==> src/rtl/dcim_sram_ctrl.sv <==
// Burst controller for a single-port synchronous SRAM holding compute-in-memory weights.
// Reads stream out back-to-back with one-cycle latency; writes are paced by wdata_valid.
module dcim_sram_ctrl #(
    parameter int ADDR_W = 6,
    parameter int DATA_W = 32
) (
    input  logic              clk,
    input  logic              rst,
    input  logic              req_valid,
    output logic              req_ready,
    input  logic              req_write,
    input  logic [ADDR_W-1:0] req_addr,
    input  logic [ADDR_W-1:0] req_len,
    input  logic              wdata_valid,
    output logic              wdata_ready,
    input  logic [DATA_W-1:0] wdata,
    output logic              rdata_valid,
    output logic [DATA_W-1:0] rdata,
    output logic              rdata_last,
    output logic              done,
    output logic              sram_ce_n,
    output logic              sram_we_n,
    output logic [ADDR_W-1:0] sram_addr,
    output logic [DATA_W-1:0] sram_wd,
    input  logic [DATA_W-1:0] sram_rd
);

    typedef enum logic [2:0] {IDLE, RD, RD_DRAIN, WR, WR_LAST} state_t;

    localparam logic [ADDR_W-1:0] ONE = 1;

    state_t            state_q, state_d;
    logic [ADDR_W-1:0] ptr_q, ptr_d;
    logic [ADDR_W-1:0] cnt_q, cnt_d;
    logic              ce_n_q, ce_n_d;
    logic              we_n_q, we_n_d;
    logic [ADDR_W-1:0] addr_q, addr_d;
    logic [DATA_W-1:0] wd_q, wd_d;
    logic [DATA_W-1:0] rdata_q;
    logic              rdata_valid_q;
    logic              rdata_last_q;

    // cnt_q holds the number of beats still to be issued after the one on the SRAM pins
    always_comb begin
        state_d = state_q;
        ptr_d   = ptr_q;
        cnt_d   = cnt_q;
        ce_n_d  = 1'b1;
        we_n_d  = 1'b1;
        addr_d  = addr_q;
        wd_d    = wd_q;
        case (state_q)
            IDLE: begin
                if (req_valid) begin
                    ptr_d = req_addr;
                    cnt_d = req_len;
                    if (req_write) begin
                        state_d = WR;
                    end else begin
                        state_d = RD;
                        ce_n_d  = 1'b0;
                        addr_d  = req_addr;
                        ptr_d   = req_addr + ONE;
                    end
                end
            end
            RD: begin
                if (cnt_q == '0) begin
                    state_d = RD_DRAIN;
                end else begin
                    ce_n_d = 1'b0;
                    addr_d = ptr_q;
                    ptr_d  = ptr_q + ONE;
                    cnt_d  = cnt_q - ONE;
                end
            end
            RD_DRAIN: state_d = IDLE;
            WR: begin
                if (wdata_valid) begin
                    ce_n_d = 1'b0;
                    we_n_d = 1'b0;
                    addr_d = ptr_q;
                    wd_d   = wdata;
                    ptr_d  = ptr_q + ONE;
                    if (cnt_q == '0) state_d = WR_LAST;
                    else             cnt_d   = cnt_q - ONE;
                end
            end
            WR_LAST: state_d = IDLE;
            default: state_d = IDLE;
        endcase
    end

    always_ff @(posedge clk) begin
        if (rst) begin
            state_q       <= IDLE;
            ptr_q         <= '0;
            cnt_q         <= '0;
            ce_n_q        <= 1'b1;
            we_n_q        <= 1'b1;
            addr_q        <= '0;
            wd_q          <= '0;
            rdata_q       <= '0;
            rdata_valid_q <= 1'b0;
            rdata_last_q  <= 1'b0;
        end else begin
            state_q       <= state_d;
            ptr_q         <= ptr_d;
            cnt_q         <= cnt_d;
            ce_n_q        <= ce_n_d;
            we_n_q        <= we_n_d;
            addr_q        <= addr_d;
            wd_q          <= wd_d;
            // SRAM drives sram_rd on the negedge inside the beat cycle
            rdata_valid_q <= !ce_n_q && we_n_q;
            rdata_last_q  <= (state_q == RD) && (cnt_q == '0);
            if (!ce_n_q && we_n_q) rdata_q <= sram_rd;
        end
    end

    assign req_ready   = (state_q == IDLE);
    assign wdata_ready = (state_q == WR);
    assign done        = (state_q == RD_DRAIN) || (state_q == WR_LAST);
    assign rdata_valid = rdata_valid_q;
    assign rdata       = rdata_q;
    assign rdata_last  = rdata_last_q;
    assign sram_ce_n   = ce_n_q;
    assign sram_we_n   = we_n_q;
    assign sram_addr   = addr_q;
    assign sram_wd     = wd_q;

endmodule

==> config.mk <==
export PLATFORM = sky130hd
export DESIGN_NAME = dcim_sram_ctrl
export DESIGN_NICKNAME = d
export VERILOG_FILES = /design/src/rtl/dcim_sram_ctrl.sv
export SDC_FILE = /design/constraint.sdc
export NUM_CORES = 1
export LEC_CHECK = 0
export CORE_MARGIN = 2
export CORE_UTILIZATION = 55
export DETAILED_ROUTE_END_ITERATION = 6
export DONT_BUFFER_PORTS = 1
export GPL_TIMING_DRIVEN = 0
export HOLD_SLACK_MARGIN = 0.12
export MAX_ROUTING_LAYER = met4
export PLACE_DENSITY = 0.8
export SYNTH_ARGS = -nofsm -noshare
export SYNTH_HDL_FRONTEND = slang
export SYNTH_SLANG_ARGS = --single-unit
==> constraint.sdc <==
create_clock -name clk -period 3.7 [get_ports clk]
set_input_delay 0.37 -clock clk [delete_from_list [all_inputs] [get_ports clk]]
set_output_delay 0.37 -clock clk [all_outputs]
set_load 0.02 [all_outputs]
# --- Yosys cells after proc, flatten, opt, wreduce, memory -nomap -nowiden ---
# Index checks and enable logic that the tools add are counted.
totals:
  latch_bits: 0
  regBits: 89
  mem_bits_ro: 0
  memories: 0
  output_inout_bits: 77
  mem_bits_rw: 0
  elab_cells: 62
op_classes:
  n_shift: 0
  n_bitwise: 1
  order_cmp: 0
  reduce_logical: 13
  mux: 25
  eq_ne: 10
  mul: 0
  n_addsub: 3
  n_div: 0
ops:
  columns: ["op", "n"]
  rows:
  - ["6-bit 2-to-1 mux", 11]
  - ["6-bit one-hot mux with 3 select lines", 3]
  - ["6-bit by 1-bit adder with 6-bit output, second input constant", 2]
  - ["3-bit 2-to-1 mux", 4]
  - ["2-bit != test, second input constant", 5]
  - ["3-bit one-hot mux with 3 select lines", 1]
  - ["4-bit AND reduction", 2]
  - ["3-bit by 2-bit equality test with 1-bit output, second input constant", 2]
  - ["6-bit logical NOT", 1]
  - ["6-bit by 1-bit subtractor with 6-bit output, second input constant", 1]
  - ["5-bit AND reduction", 1]
  - ["1-bit 2-to-1 mux", 4]
  - ["3-bit by 1-bit equality test with 1-bit output, second input constant", 1]
  - ["3-bit equality test, second input constant", 1]
  - ["3-bit logical NOT", 1]
  - ["1-bit one-hot mux with 3 select lines", 1]
  - ["3-bit AND reduction", 1]
  - ["3-bit nonzero test", 1]
  - ["1-bit logical AND", 2]
  - ["2-bit 2-to-1 mux", 1]
  - ["2-bit by 1-bit != test with 1-bit output, second input constant", 1]
  - ["2-bit AND reduction", 1]
  - ["2-bit OR reduction", 1]
  - ["1-bit logical NOT", 1]
  - ["2 further kinds", 2]

# --- Logic depth before layout (Yosys ltp) ---
# Gate-level depths: netlist of run 1.
logic_depth:
  depth_word: 4
  depth_mapped: 8
  mapped_depth_nobuf: 7

# --- Least setup slack after synthesis of run 1 ---
# No wires, ideal clock.
synth_path:
  path_kind: "register to register"
  startpoint: "register cnt_q[0]"
  endpoint: "register addr_q[3], in the netlist sram_addr[3]"
  t_required_ns: 3.642
  slack_ns: 2.001
  arrival_ns: 1.641
  stages_incl_launch_ff: 9
  synth_period_minus_slack_ns: 1.699
  n_path_buf: 1
  setup_time_ns: 0.058
  path_cell_list: "dfxtp_1 inv_1 ha_1 or3b_1 o31ai_1 a21oi_1 buf_2 a31oi_1 o21a_1"
synth_via:
  elab_chain_len: 3
synth_lines:
  columns: ["item", "line", "rtl"]
  rows:
  - ["start: declaration", "34", "logic [ADDR_W-1:0] cnt_q, cnt_d;"]
  - ["start signal: assignment", "109", "cnt_q <= cnt_d;"]
  - ["6-bit logical NOT", "68", "if (cnt_q == '0) begin"]
  - ["2-bit != test (no source line)", null, null]
  - ["5-bit AND reduction (no source line)", null, null]
  - ["end signal: assignment", "112", "addr_q <= addr_d;"]
  - ["end: declaration", "37", "logic [ADDR_W-1:0] addr_q, addr_d;"]
# No other way between the ends.
# A chain may end at the register's enable or synchronous reset.

# --- Worst setup path after layout of run 1 ---
layout_path:
  startpoint: "register state_q[2]"
  endpoint: "register wd_q[31], in the netlist sram_wd[31]"
layout_via:
  elab_chain_len: 2
layout_lines:
  columns: ["item", "line", "rtl"]
  rows:
  - ["start: declaration", "32", "state_t state_q, state_d;"]
  - ["start signal: assignment", "107", "state_q <= state_d;"]
  - ["3-bit by 2-bit equality test with 1-bit output", null, null]
  - ["net wdata_ready", "15", "output logic wdata_ready,"]
  - ["2-bit AND reduction (no source line)", null, null]
  - ["end signal: assignment", "113", "wd_q <= wd_d;"]
  - ["end: declaration", "38", "logic [DATA_W-1:0] wd_q, wd_d;"]
# The timed path passes the listed nets, and every way through them passes these cells.

==> results of run 1 <==
-- worst register-to-register path: stages, from the launching register on --
cell and delay (ps):
dfxtp_1 310, buf_6 130, nand2b_1 130, clkbuf_1 170, nor2_1 410, nand2_1 280, clkbuf_1 280, nand2_1 120
a21oi_1 70
-- registers in the layout, summed over array words and instances, names as in the netlist --
name	cells
sram_addr	6
rdata	32
sram_wd	32
rdata_last	1
cnt_q	6
ptr_q	6
rdata_valid	1
sram_ce_n	1
state_q	3
sram_we_n	1
-- where the power goes --
| part | switching [mW] | internal [mW] | total [mW] |
|---|---|---|---|
| clock | 0.333 | 0.380 | 0.713 |
| sequential | 0.123 | 1.03 | 1.16 |
| combinational | 0.237 | 0.145 | 0.382 |
-- layout by cell type, fill, tap and decap left out, types with 3 or more instances in the layout --
master,count
a21oi_1,81
ha_1,4
and2_1,3
clkbuf_1,25
o21ai_1,3
nand2_1,149
xnor2_1,5
a31oi_1,5
nor3b_1,3
o21ai_0,7
buf_2,8
nor2_1,14
nand3_1,4
clkbuf_8,9
o211ai_1,3
nand4_1,4
inv_1,5
dfxtp_1,89
o21a_1,6
nor3_1,5
nand2b_1,5
-- per-layer routing --
metal	share of wire, %	vias up	global-route usage (%)
li1	-	1561	-
met1	42	1469	29.5
met2	48	147	38.3
met3	9.4	11	7.00
met4	1.4	0	8.80
met5	0	-	-
-- Yosys cell counts (2+ instances only) --
cell type,number
a211oi_1,2
xor2_1,2
xnor2_1,5
nand4b_1,2
nor3b_1,3
clkbuf_1,25
o32ai_1,2
o211ai_1,3
a21oi_1,81
nand2b_1,5
mux2i_1,2
o21ai_1,3
nor4_1,2
and2_1,3
a2bb2oi_1,2
nor2b_1,2
dfxtp_1,89
a31oi_1,5
o21a_1,6
inv_1,5
nand4_1,4
o21ai_0,7
nand3_1,4
nor2_1,14
buf_2,8
nor3_1,5
ha_1,4
nand2_1,149
-- area by class of cell --
cell class	instances	area, sq um
Clock inverter	6	91.3
Clock buffer	9	124
Multi-Input combinational cell	334	1680
Fill cell	581	2410
Tap cell	77	96.3
Inverter	5	18.8
Buffer	34	145
Sequential cell	89	1780
-- metrics by stage --
| step | worst slack [ps] | util (%) | total power, mW |
|---|---|---|---|
| after global routing | 1420 | 62.0 | 2.37 |
| final | 1680 | 62.0 | 2.25 |
| after floorplan | 2000 | - | 1.46 |
| after global placement | 1710 | 58.6 | 1.54 |
| after CTS | 1670 | 62.0 | 2.27 |
| after detailed placement | 1670 | 58.6 | 1.56 |
-- logic make-up after synthesis --
| family | count (synthesis) | synth area share, % |
|---|---|---|
| AO/OA/AOI/OAI | 116 | 17.9 |
| XOR/XNOR | 7 | 1.69 |
| adder cells (fa/ha/maj) | 4 | 1.38 |
| buffers and inverters | 39 | 4.52 |
| flip-flops | 89 | 49.2 |
| multiplexers | 2 | 0.553 |
| AND/OR/NAND/NOR | 205 | 24.8 |
-- final timing paths --
check / start / end / slack (ps) / cells after the start
hold reg to reg: cnt_q[4]$_SDFFE_PP0P_ / cnt_q[4]$_SDFFE_PP0P_ / 510 / 2
hold / removal: wdata[7] / sram_wd[7]$_SDFFE_PP0P_ / 150 / 2
setup reg to reg: state_q[2]$_SDFFE_PP0P_ / sram_wd[31]$_SDFFE_PP0P_ / 1680 / 8
setup / recovery: state_q[2]$_SDFFE_PP0P_ / sram_wd[31]$_SDFFE_PP0P_ / 1680 / 8
==> results.md, run 1 <==
* Max_cap viols at 0
* Vias at 3,188
* Largest delay share family, worst path: simple AND/OR/NAND/NOR gates
* #FFs+latches synth at 89
* Actual slew at the worst max-slew pin at 708 ps
* CP endpoint kind: flip-flop
* Post-Syn Area at 3620 sq um
* Worst Path Arrival at 2230 ps
* Total nets after synthesis at 547
* Area growth syn-to-layout at 8.60%
* Routed WL at 8710 um
* Routability Congestion at 0.892
* Rows at 29
* Hold_ws at 151 ps
* CTS buffer count at 9
* CTS Sinks at 89
* Drt initial violations at 206
* Max_slew headroom at 52.5%
* Initial antenna violation count at 0
* Total gr overflow at 0
* Yosys warning count at 0
* Root Buffer: clkbuf_8
* Ports at 158
* Critical Path, Cell by Cell: buf_6 -> nand2b_1 -> clkbuf_1 -> nor2_1 -> nand2_1 -> clkbuf_1 -> nand2_1 -> a21oi_1
* Cell Count, Final, Fillers Out at 554
* WS Path Type: flip-flop to flip-flop
* Syn avg cell area at 7.84 sq um
* Mapped Cells at 462
* Max incr delay on CP at 410 ps
* Total GRT Usage at 24.2%
* Worst path buffer plus inverter count at 3
* Synth top area share at 49.2%
* DP Area at 3720 sq um
* Drt first pass iters at 5
* Fmax achieved at 0.495 GHz
* Fin area at 3940 sq um
* Pleak at 1.38 nW
* Skew-Pair Late Insertion Delay at 340 ps
* Setup TNS at 0 ps
* HP Class: input port to flip-flop
* Worst Path Required at 3910 ps
* Synth unique cells at 46
* Number of remaining DRC errors at 0
* Critical-path top delay cell: nor2_1
* First-pass GRT wire length at 13,800 um
* Seq/Total Area, Yosys at 49.2%
* Hold Violations, Final at 0
* Antenna diodes at 0
* Starting density of the core at 57.1%
* Wire length per cell at 15.7 um
* Clock tree buffer depth at 2
* CTS tree: done
* RSZ-0062 raised after global routing: false
* Via density per instance at 5.75
* Setup bufs post-CTS at 0
* Slew Limit Fails at 0
* Layout cells sized above 1 at 6.08%
* Die Wd at 85.2 um
* Top_reg_cell synth: dfxtp_1
* Worst vdd ir at 0.380 mV
* Post-route antenna net violation count at 0
* Final setup viols at 0
* Period utilisation layout at 54.6%
* Cell count after placement at 539
* Vias in the first global route at 2,949
* Yosys top cell by area: dfxtp_1
* Die Y at 85.2 um
* CTS Hold Bufs at 0
* Synth top area cells: dfxtp_1 (49%), nand2_1 (15%), a21oi_1 (11%)
* Outcome: completed
* Area of the die at 7250 sq um
* Final HPWL DP at 6460 um
* Min cycle time layout at 2020 ps
* CTS HTree Levels at 3
* Critical Path Start Type: flip-flop
* I/O Buffers at 0
* CP max FO at 10
* Post-synth ARST share at 0%
* Clk slew on worst S/H paths at 90 ps
* Core area at 6350 sq um
* Post-cts resize count at 0
* Largest net degree at the start of global routing at 16
* Clock Skew at 9.63 ps
* Post-synth EDFFs at 0
* Cell Pwr Density at 572 nW/um^2
* Layout Nets at 558
(Power assumes the default switching activity.)
==> inputs of run 2 (changes only) <==
clock period = 2.1 ns   (was 3.7 ns; I/O delays follow)
==> results.md, run 2 (synthesis gave the netlist of run 1 again) <==
* Area growth syn-to-layout at 29.1%
* Total gr overflow at 0
* Flop pwr share at 49.4%
* Post-route antenna net violation count at 0
* Core area at 6350 sq um
* CTS tree: done
* Routability Congestion at 0.892
* Clock Skew at 12.1 ps
* CTS buffer count at 9
* Worst path buffer plus inverter count at 2
* Slew Limit Fails at 0
* CTS HTree Levels at 3
* Clk slew on worst S/H paths at 90 ps
* Drt first pass iters at 5
* Min cycle time layout at 1940 ps
* Setup bufs post-CTS at 0
* Cell Pwr Density at 884 nW/um^2
* CP max FO at 10
* Register Area at 1780 sq um
* Area of the die at 7250 sq um
* Die Y at 85.2 um
* Antenna diodes at 0
* CP endpoint kind: flip-flop
* Setup TNS at 0 ps
* Wire length per cell at 17.3 um
* Layout cells sized above 1 at 6.18%
* Number of remaining DRC errors at 0
* Total GRT Usage at 30.4%
* Worst path depth at 8
* Setup WS post-layout at 163 ps
* DP Area at 3720 sq um
* R2R cell count at 8
* Hold Violations, Final at 0
* Fin area at 4680 sq um
* Register-to-register setup slack at 160 ps
* P_int at 2.84 mW
* Commonest non-fill, non-tap cell in the layout: nand2_1
* Critical-path top delay cell: or3b_1
* Hold_sp: req_addr[5]
* Drt initial violations at 291
* Final HPWL DP at 6460 um
* Layout Nets at 631
* Period utilisation layout at 92.2%
* R2r startpoint: cnt_q[1]$_SDFFE_PP0P_
* Largest net degree at the start of global routing at 16
* Max_slew headroom at 52.7%
* Max incr delay on CP at 420 ps
* Worst vdd ir at 0.635 mV
* Max_cap viols at 0
* Outcome: completed
* RSZ-0062 raised after global routing: false
* Skew-Pair Late Insertion Delay at 340 ps
* Setup crit end: sram_addr[1]$_SDFFE_PP0P_
* Via density per instance at 5.80
* I/O Buffers at 0
* HP Class: input port to flip-flop
* Worst Path Required at 2380 ps
* First-pass GRT wire length at 17,200 um
* Critical R2R Capture: sram_addr[1]$_SDFFE_PP0P_
* Root Buffer: clkbuf_8
* WS Path Type: flip-flop to flip-flop
* Switching pwr at 1.29 mW
* Die Wd at 85.2 um
* Ports at 158
* Clock tree buffer depth at 2
* Actual slew at the worst max-slew pin at 704 ps
* Largest delay share family, worst path: compound AO/OA/AOI/OAI gates
* Starting density of the core at 57.1%
* Clk network pwr share at 31.0%
* Pleak at 1.69 nW
* Combinational Power Share at 19.6%
* Multi-input combinational cell area at 1690 sq um
* Vias at 3,634
* Worst setup path start: cnt_q[1]$_SDFFE_PP0P_
* Final setup viols at 0
* Setup WS pre-CTS at 68.5 ps
* Initial antenna violation count at 0
* Sw Share at 31.3%
* Critical Path Start Type: flip-flop
* Vias in the first global route at 3,621
* Worst Path Arrival at 2220 ps
* Most frequent cells in the layout: nand2_1 (149), dfxtp_1 (89), a21oi_1 (80)
* Fmax achieved at 0.516 GHz
* Critical Path, Cell by Cell: inv_1 -> ha_1 -> or3b_1 -> o31ai_2 -> a21oi_2 -> buf_2 -> a31oi_1 -> o21a_1
* Routed WL at 10,800 um
* Final core occ at 73.7%
* Fill cells at 458
* CTS Sinks at 89
* Rows at 29
run 2: cell type report:
cell class	instances	share of cell area (%)
flip-flops and latches	89	38.1
multi-input cells	334	36.1
repair buffers	73	15.6
plain buffers	34	3.16
clock buffers	9	2.65
well taps	77	2.06
clock inverters	6	1.95
inverters	5	0.401
run 2: worst min-delay path: stages:
cell	delay, ps
nand2_1	30
a31oi_1	80
o21a_1	110
run 2: how the worst min path moves through the flow:
stage,end,slack [ps],cells after the start
3_3_place_gp,sram_wd[2]$_SDFFE_PP0P_,350,2
3_5_place_dp,sram_wd[8]$_SDFFE_PP0P_,350,2
4_1_cts,sram_addr[5]$_SDFFE_PP0P_,120,3
6_report,sram_addr[5]$_SDFFE_PP0P_,130,3
2_1_floorplan,sram_wd[10]$_SDFFE_PP0P_,350,2
5_1_grt,sram_addr[5]$_SDFFE_PP0P_,130,3
run 2: power by group through the flow:
| stage | Sequential (mW) | Combinational [mW] | Clock (mW) |
|---|---|---|---|
| 2_1_floorplan | 2.04 | 0.539 | 0 |
| 3_3_place_gp | 2.07 | 0.645 | 0 |
| 3_5_place_dp | 2.08 | 0.663 | 0 |
| 4_1_cts | 2.04 | 0.776 | 1.29 |
| 5_1_grt | 2.06 | 0.894 | 1.37 |
| 6_report | 2.04 | 0.809 | 1.28 |
run 2: timing repair:
action | in CTS | in global routing
gates resized for setup | 0 | 7
endpoints found under the setup margin | 0 | 34
hold endpoints to repair | 73 | 0
hold buffers | 73 | 0
run 2: metrics by stage:
step	hold slack [ps]	power [mW]	std cells
5_1_grt	127	4.32	627
6_report	131	4.14	627
3_5_place_dp	353	2.74	539
3_3_place_gp	348	2.72	539
4_1_cts	122	4.11	627
2_1_floorplan	346	2.58	462
run 2: layer usage:
metal	GRT usage, %	share of wire (%)
met4	11.4	3.2
met5	-	0
met2	52.0	50
met3	7.88	9.2
met1	34.1	37
==> inputs of run 3 (changes only) <==
CELL_PAD_IN_SITES_DETAIL_PLACEMENT = 0   (was unset)
CELL_PAD_IN_SITES_GLOBAL_PLACEMENT = 1   (was unset)
CORE_UTILIZATION = 43   (was 55)
PLACE_DENSITY = 0.87   (was 0.8)
SLEW_MARGIN = 25   (was unset)
==> results.md, run 3 (synthesis gave the netlist of run 1 again) <==
* Outcome: completed
* Fmax achieved at 0.515 GHz
* CTS Sinks at 89
* Cell Pwr Density at 839 nW/um^2
* Worst Path Required at 2400 ps
* CTS HTree Levels at 3
* Worst Path Arrival at 2240 ps
* Number of remaining DRC errors at 0
* CP max FO at 10
* Area of the die at 9180 sq um
* CTS tree: done
* CTS buffer count at 9
* Vias at 3,457
* Max_cap viols at 0
* Layout Nets at 632
* I/O Buffers at 0
* Area growth syn-to-layout at 29.5%
* Actual slew at the worst max-slew pin at 732 ps
* Ports at 158
* Critical R2R Capture: sram_addr[3]$_SDFFE_PP0P_
* Antenna diodes at 0
* Routed WL at 10,500 um
* Setup crit end: sram_addr[3]$_SDFFE_PP0P_
* Critical Path Start Type: flip-flop
* Multi-input combinational cell area at 1700 sq um
* Final core occ at 57.4%
* Register-to-register setup slack at 160 ps
* HP Class: input port to flip-flop
* Die Wd at 95.8 um
* Core area at 8180 sq um
* R2r startpoint: cnt_q[0]$_SDFFE_PP0P_
* Rows at 33
* R2R cell count at 8
* Total GRT Usage at 22.8%
* Drt initial violations at 94
* Worst vdd ir at 0.383 mV
* WS Path Type: flip-flop to flip-flop
* Skew-Pair Late Insertion Delay at 360 ps
* Min cycle time layout at 1940 ps
* Die Y at 95.8 um
* Final setup viols at 0
* First-pass GRT wire length at 15,800 um
* Hold Violations, Final at 0
* CP endpoint kind: flip-flop
* RSZ-0062 raised after global routing: false
* Vias in the first global route at 3,339
* Register Area at 1780 sq um
* Cell Count, Final, Fillers Out at 657
* Most frequent cells in the layout: nand2_1 (149), dfxtp_1 (89), a21oi_1 (80)
* Total gr overflow at 0
* Clk slew on worst S/H paths at 100 ps
* Post-route antenna net violation count at 0
* Largest net degree at the start of global routing at 17
* Cell count after placement at 567
* Routability Congestion at 0.850
* Final HPWL DP at 7020 um
* Commonest non-fill, non-tap cell in the layout: nand2_1
* Initial antenna violation count at 0
* Clock Skew at 11.1 ps
* Worst setup path start: cnt_q[0]$_SDFFE_PP0P_
* Wire length per cell at 16.0 um
* Slew Limit Fails at 0
* Root Buffer: clkbuf_8
* Period utilisation layout at 92.5%
* Drt first pass iters at 4
* Pleak at 1.67 nW
* Setup TNS at 0 ps
* Starting density of the core at 44.3%
* Via density per instance at 5.26
* Clock tree buffer depth at 2
* Setup bufs post-CTS at 0
* Max_slew headroom at 50.8%
* Layout cells sized above 1 at 6.34%
* Fill cells at 739
run 3: cell count changes in the layout (fill, tap and decap cells not counted), sizes merged:
cell         change
clkinv           -1
dlygate4sd3      +1
bufinv           -2
inv              +2
clkinvlp         +2
run 3: how the worst min path moves through the flow:
stage	from	endpoint	depth (start not counted)	slack, ps
6_report	req_len[1]	cnt_q[1]$_SDFFE_PP0P_	2	130
5_1_grt	req_addr[5]	sram_addr[5]$_SDFFE_PP0P_	3	130
4_1_cts	req_len[1]	cnt_q[1]$_SDFFE_PP0P_	2	120
3_5_place_dp	sram_rd[2]	rdata[2]$_SDFFE_PP0P_	2	350
3_3_place_gp	wdata[3]	sram_wd[3]$_SDFFE_PP0P_	2	350
2_1_floorplan	wdata[10]	sram_wd[10]$_SDFFE_PP0P_	2	350
run 3: power breakdown:
group / switching (mW) / internal (mW)
clock network: 0.644 / 0.443
logic: 0.456 / 0.350
registers: 0.219 / 1.82
total: 1.32 / 2.62
run 3: cell type report:
class                      instances  area share [%]
clock buffer                       9            2.64
sequential                        89            38.0
inverter                           5           0.400
multi-input combinational        334            36.1
buffer                            34            3.12
clock inverter                     7            1.15
tap                              105            2.80
timing repair buffer              74            15.8
run 3: worst max-delay path, stage by stage (launching register included):
cell and delay [ps]:
dfxtp_1 350, inv_1 80, ha_1 160, or3b_1 420
o31ai_2 240, a21oi_2 130, buf_2 210, a31oi_1 150
o21a_1 140
run 3: timing repair:
item	4_1_cts	5_1_grt
hold buffers	74	0
resized for setup	0	6
hold endpoints to repair	74	0
setup endpoints to repair	0	22
run 3: stage by stage:
stage	hold WS, ps	setup WS [ps]	power, mW	instance area [sq um]
floorplan	346	401	2.58	3620
global placement	347	84.1	2.73	3750
detailed placement	352	50.4	2.75	3750
CTS	122	33.6	3.95	4670
global route	128	18.3	4.15	4690
finish	130	158	3.94	4690
run 3: layer usage:
layer	vias up	share of wire [%]	GRT usage [%]	wire, um
met4	0	2.1	8.81	222
met2	140	50	39.9	5300
met1	1582	40	25.3	4230
met3	17	7.3	5.32	768
met5	-	0	-	0
li1	1718	-	-	-
